**src/rtl/uart_pkg.sv**
```systemverilog
// Shared definitions for the UART transmit path: FSM states, parity modes
// and a counter-width helper.
package uart_pkg;

    typedef enum logic [2:0] {
        ST_IDLE   = 3'd0,
        ST_START  = 3'd1,
        ST_DATA   = 3'd2,
        ST_PARITY = 3'd3,
        ST_STOP   = 3'd4
    } tx_state_t;

    localparam logic PAR_MODE_EVEN = 1'b0;
    localparam logic PAR_MODE_ODD  = 1'b1;

    // Width needed to count 0..n-1, never less than one bit.
    function automatic int cnt_width(input int n);
        return (n < 2) ? 1 : $clog2(n);
    endfunction

endpackage

```
**src/rtl/tx_piso.sv**
```systemverilog
// Load/shift register for the transmit byte; parity is frozen at load time
// so it never depends on how far the data has been shifted out.
module tx_piso #(
    parameter int   DATA_BITS = 8,
    parameter logic ODD       = 1'b0
) (
    input  logic                 clk,
    input  logic                 arst_n,
    input  logic                 clr,
    input  logic                 load,
    input  logic                 shift,
    input  logic [DATA_BITS-1:0] data_in,
    output logic                 bit0,
    output logic                 bit1,
    output logic                 parity
);

    logic [DATA_BITS-1:0] shreg;

    always_ff @(posedge clk or negedge arst_n) begin
        if (!arst_n) begin
            shreg  <= '0;
            parity <= 1'b0;
        end else if (clr) begin
            shreg  <= '0;
            parity <= 1'b0;
        end else if (load) begin
            shreg  <= data_in;
            parity <= (^data_in) ^ ODD;
        end else if (shift) begin
            shreg  <= shreg >> 1;
        end
    end

    // bit1 lets the FSM register the upcoming bit on the same edge that shifts.
    assign bit0 = shreg[0];
    assign bit1 = shreg[1];

endmodule

```
**src/rtl/uart_tx.sv**
```systemverilog
// UART transmitter: start bit, LSB-first data, optional parity, one stop bit,
// with a registered line output and a programmable baud divisor.
module uart_tx
    import uart_pkg::*;
#(
    parameter int CLKS_PER_BIT = 868,
    parameter int DATA_BITS    = 8,
    parameter int PARITY_EN    = 0,
    parameter int PARITY_ODD   = 0
) (
    input  logic                 clk,
    input  logic                 tx_arst_n,
    input  logic                 tx_rst,
    input  logic                 tx_start,
    input  logic [DATA_BITS-1:0] data_in,
    output logic                 tx,
    output logic                 tx_busy,
    output logic                 tx_done
);

    localparam int BAUD_W = cnt_width(CLKS_PER_BIT);
    localparam int BIT_W  = $clog2(DATA_BITS) + 1;
    localparam logic [BAUD_W-1:0] BAUD_LAST = BAUD_W'(CLKS_PER_BIT - 1);
    localparam logic [BIT_W-1:0]  BIT_LAST  = BIT_W'(DATA_BITS - 1);
    localparam logic PAR_MODE = (PARITY_ODD != 0) ? PAR_MODE_ODD : PAR_MODE_EVEN;

    tx_state_t         state, state_next;
    logic [BAUD_W-1:0] baud_cnt, baud_next;
    logic [BIT_W-1:0]  bit_cnt, bit_next;
    logic              tx_next;
    logic              baud_last;
    logic              load, shift;
    logic              sr_bit0, sr_bit1, parity_bit;

    tx_piso #(
        .DATA_BITS (DATA_BITS),
        .ODD       (PAR_MODE)
    ) u_piso (
        .clk     (clk),
        .arst_n  (tx_arst_n),
        .clr     (tx_rst),
        .load    (load),
        .shift   (shift),
        .data_in (data_in),
        .bit0    (sr_bit0),
        .bit1    (sr_bit1),
        .parity  (parity_bit)
    );

    assign baud_last = (baud_cnt == BAUD_LAST);

    always_ff @(posedge clk or negedge tx_arst_n) begin
        if (!tx_arst_n) begin
            state    <= ST_IDLE;
            baud_cnt <= '0;
            bit_cnt  <= '0;
            tx       <= 1'b1;
        end else if (tx_rst) begin
            state    <= ST_IDLE;
            baud_cnt <= '0;
            bit_cnt  <= '0;
            tx       <= 1'b1;
        end else begin
            state    <= state_next;
            baud_cnt <= baud_next;
            bit_cnt  <= bit_next;
            tx       <= tx_next;
        end
    end

    always_comb begin
        state_next = state;
        baud_next  = baud_cnt;
        bit_next   = bit_cnt;
        load       = 1'b0;
        shift      = 1'b0;
        tx_next    = 1'b1;

        if (state != ST_IDLE) begin
            baud_next = baud_last ? '0 : baud_cnt + 1'b1;
        end

        case (state)
            ST_IDLE: begin
                if (tx_start) begin
                    load       = 1'b1;
                    baud_next  = '0;
                    bit_next   = '0;
                    state_next = ST_START;
                end
            end
            ST_START: begin
                if (baud_last) state_next = ST_DATA;
            end
            ST_DATA: begin
                if (baud_last) begin
                    shift = 1'b1;
                    if (bit_cnt == BIT_LAST) begin
                        bit_next   = '0;
                        state_next = (PARITY_EN != 0) ? ST_PARITY : ST_STOP;
                    end else begin
                        bit_next = bit_cnt + 1'b1;
                    end
                end
            end
            ST_PARITY: begin
                if (baud_last) state_next = ST_STOP;
            end
            ST_STOP: begin
                if (baud_last) state_next = ST_IDLE;
            end
            default: state_next = ST_IDLE;
        endcase

        // The line is registered, so it follows the state being entered.
        case (state_next)
            ST_START:  tx_next = 1'b0;
            ST_DATA:   tx_next = shift ? sr_bit1 : sr_bit0;
            ST_PARITY: tx_next = parity_bit;
            default:   tx_next = 1'b1;
        endcase
    end

    assign tx_busy = (state != ST_IDLE);
    assign tx_done = (state == ST_STOP) && baud_last;

endmodule

```
**config.mk**
```make
export PLATFORM = sky130hd
export DESIGN_NAME = uart_tx
export DESIGN_NICKNAME = d
export VERILOG_FILES = /design/src/rtl/uart_pkg.sv /design/src/rtl/tx_piso.sv /design/src/rtl/uart_tx.sv
export SDC_FILE = /design/constraint.sdc
export NUM_CORES = 1
export LEC_CHECK = 0
export BUFFER_PORTS_ARGS = -buffer_cell sky130_fd_sc_hd__buf_4
export CAP_MARGIN = 25
export CELL_PAD_IN_SITES_DETAIL_PLACEMENT = 2
export CELL_PAD_IN_SITES_GLOBAL_PLACEMENT = 2
export CORE_ASPECT_RATIO = 0.8
export CORE_UTILIZATION = 39
export CTS_CLUSTER_SIZE = 30
export DETAILED_ROUTE_END_ITERATION = 6
export HOLD_SLACK_MARGIN = 0.12
export PLACE_DENSITY = 0.86
export REMOVE_ABC_BUFFERS = 1
export SYNTH_ARGS = -nofsm -noshare
export SYNTH_HDL_FRONTEND = slang
export SYNTH_SLANG_ARGS = --single-unit
```
**constraint.sdc**
```tcl
create_clock -name clk -period 4 [get_ports clk]
set_input_delay 1.2 -clock clk [delete_from_list [all_inputs] [get_ports clk]]
set_output_delay 1.2 -clock clk [all_outputs]
set_load 0.01 [all_outputs]
```
==> impl_metrics.py <==
metrics = {
    "logic_synthesis": {
        "postSynth.asyncResetShare_pct": 100.0,
        "synth_adder_area_share_pct": 1.776,
        "synth_simple_gate_area_share_pct": 26.38,
        "synthDistinctLibCells": 41,
        "synth_top_area_share_pct": 46.18,
        "ys_top_cells_by_area": "dfrtp_1, nor2_1, xnor2_1",
        "avgSynthCellArea_sq_um": 9.852,
        "synth-compound-area-share_pct": 11.72,
        "yosys_warnings": 0,
        "synth_flop_cell": "dfrtp_1",
        "muxShareOfSynthArea_pct": 0.7105,
        "synth_top_family_by_area": "simple AND/OR/NAND/NOR gates",
        "ys_ff_latch": 27,
        "synth_edf_count": 0,
        "syn-cell-area_sq_um": 1409,
        "syn_inst": 143,
        "synth_xor_xnor_area_share_pct": 9.947,
        "yosysTopAreaCell": "dfrtp_1",
        "ys_seq_area_share_pct": 48.05,
    },
    "finish": {
        "multi_input_area_sq_um": 711.9,
        "nFillCells": 364,
        "layout-drive-gt1-share_pct": 15.82,
        "antenna_cells": 0,
        "postLayoutCellArea_sq_um": 1600,
        "mostFrequentLayoutCells": "nor2_1, dfrtp_1, buf_4, nand2_1",
        "nNetsFinal": 173,
        "seqCellArea_sq_um": 676.9,
        "final_cell_count_no_fill": 200,
        "final_common_cell": "nor2_1",
        "area_growth_pct": 13.59,
    },
    "floorplanning": {
        "dieWidth_microns": 69.20,
        "die-area_sq_um": 3858,
        "ios": 15,
        "die_h_microns": 55.76,
        "coreArea_sq_um": 3447,
        "start_util_pct": 40.87,
        "fp-row-count": 19,
    },
    "place": {
        "dpl.hpwl_microns": 2541,
        "routabilityCongestion": 0.7612,
        "numPortBuffers": 14,
        "place_inst": 196,
        "place_area_sq_um": 1554,
    },
    "drt": {
        "via_count": 1142,
        "detail-route-antenna-nets": 0,
        "wl_per_cell_microns": 16.75,
        "drc": 0,
        "viasPerCell": 5.710,
        "first_pass_iters": 4,
        "drt_iter0_markers": 30,
        "wirelength_microns": 3350,
    },
    "pwr": {
        "powerDensity_nw_per_um2": 330.8,
        "max-vdd-ir-drop_mv": 0.2370,
        "p_leak_nw": 0.7092,
    },
    "global_routing": {
        "grt_pass1_wl_microns": 5947,
        "track_usage_pct": 19.99,
        "grt-ovfl-total": 0,
        "grt_max_degree": 28,
        "antenna_found_initial": 0,
        "first_global_vias": 1234,
    },
    "worst_setup_path": {
        "crit_path_end_kind": "primary output",
        "critPathRequiredTime_ps": 2800,
        "cp_max_fo": 5,
        "crit_family": "simple AND/OR/NAND/NOR gates",
        "arrival_ps": 1750,
        "slowest_delay_ps": 420,
        "crit_slowest_cell": "dfrtp_1",
        "crit_type": "reg2out",
        "cp.buffers_inverters": 1,
        "setup.worst_path.start_class": "register",
        "crit_chain": "ha_1 > and4bb_2 > nand3_1 > nor4_1 > buf_4",
    },
    "clocking": {
        "cts_hold_buf": 0,
        "cts_resized": 0,
        "cts_buffers": 3,
        "cts_setup_buffers": 0,
        "clkTransAtPathRegs_ps": 100,
        "h-tree-depth": 1,
        "clock_latency_ps": 280,
        "clock_path_buffers": 2,
        "root_buffer": "clkbuf_8",
        "cts.sinks": 27,
        "cts_tree": "yes",
    },
    "run_status": {
        "status": "completed",
    },
    "sta": {
        "finalSetupViolations": 0,
        "slew_violations": 0,
        "slew_headroom_pct": 43.78,
        "hold_viol_final": 0,
        "fmax_mhz": 338.5,
        "period_share_pct": 73.85,
        "rsz0062_at_grt": "false",
        "fin_skew_ps": 9.432,
        "setup_tns_ps": 0,
        "max_slew.worst_pin.slew_ps": 843.4,
        "whs_ps": 500.2,
        "period_needed_ps": 2954,
    },
    "min_path": {
        "holdCritPathClass": "reg2reg",
    },
    "run": {
        "drv_cap": 0,
    },
}
## registers in the layout, indices dropped and copies added, names as in the netlist
| signal | flops |
|---|---|
| tx | 1 |
| state | 3 |
| baud_cnt | 10 |
| bit_cnt | 4 |
| u_piso.shreg | 8 |
| u_piso.parity | 1 |
## Yosys cell counts, types with 2 or more instances
master / instances
ha_1: 2
nand2_1: 13
xor2_1: 8
and3b_1: 2
and4_1: 2
a22o_1: 2
xnor2_1: 8
inv_1: 2
a221oi_1: 6
a21oi_1: 3
nor3b_1: 3
o21ai_0: 5
nand3_1: 4
dfrtp_1: 26
nand4_1: 2
clkbuf_1: 2
nor2b_1: 2
nor2_1: 28
## final timing paths
| kind | from | end | slack (ps) | cells past startpoint |
|---|---|---|---|---|
| worst max-delay path | baud_cnt[0]$_DFF_PN0_ | tx_done | 1050 | 5 |
| worst min-delay path | bit_cnt[3]$_DFFE_PN0P_ | bit_cnt[3]$_DFFE_PN0P_ | 500 | 1 |
| worst max register to register | state[0]$_DFF_PN0_ | bit_cnt[3]$_DFFE_PN0P_ | 1710 | 5 |
| worst min register to register | bit_cnt[3]$_DFFE_PN0P_ | bit_cnt[3]$_DFFE_PN0P_ | 500 | 1 |
| max in group asynchronous | tx_arst_n | tx$_DFF_PN1_ | 2870 | 1 |
| min in group asynchronous | tx_arst_n | bit_cnt[3]$_DFFE_PN0P_ | 820 | 1 |
## area by class of cell
type | count | area share, %
Clock buffer | 3 | 2.580
Clock inverter | 1 | 0.3127
Inverter | 2 | 0.4691
Multi-Input combinational cell | 111 | 44.49
Sequential cell | 27 | 42.30
Tap cell | 42 | 3.284
Timing Repair Buffer | 14 | 6.568
## cell families (layout without fill, tap and decap cells)
| family | after synthesis | in the layout |
|---|---|---|
| AO/OA/AOI/OAI | 23 | 23 |
| XOR/XNOR | 16 | 16 |
| adder cells (fa/ha/maj) | 2 | 2 |
| buffers and inverters | 5 | 20 |
| flip-flops | 27 | 27 |
| multiplexers | 1 | 1 |
| AND/OR/NAND/NOR | 69 | 69 |
## metrics by stage
step	total power, mW	utilization, %	setup WS (ps)
floorplan	0.3454	-	1474
global placement	0.3753	45.08	1254
detailed placement	0.3792	45.08	1137
CTS	0.5386	46.42	1021
global route	0.5552	46.42	902.5
finish	0.5294	46.42	1046
## worst reg2reg max path, delay by kind of cell (launching register included)
family	cells	cell delay [ps]
AND/OR/NAND/NOR	3	1140
AO/OA/AOI/OAI	2	590
flip-flops	1	480
## routing by layer
layer  global-route usage, %  vias to the layer above  routed length [microns]
met1                   26.34                      589                     1635
met5                       0                        -                        0
met4                   6.122                        0                       42
li1                        -                      538                        -
met3                   4.529                        4                       85
met2                   32.87                       11                     1587
## report_power, final
group | switching (mW) | leakage (nW) | internal, mW
clock | 0.0867 | 0.0255 | 0.0699
combinational | 0.0416 | 0.323 | 0.0329
sequential | 0.0106 | 0.361 | 0.288
No activity file was read; power rests on OpenSTA's default activity.
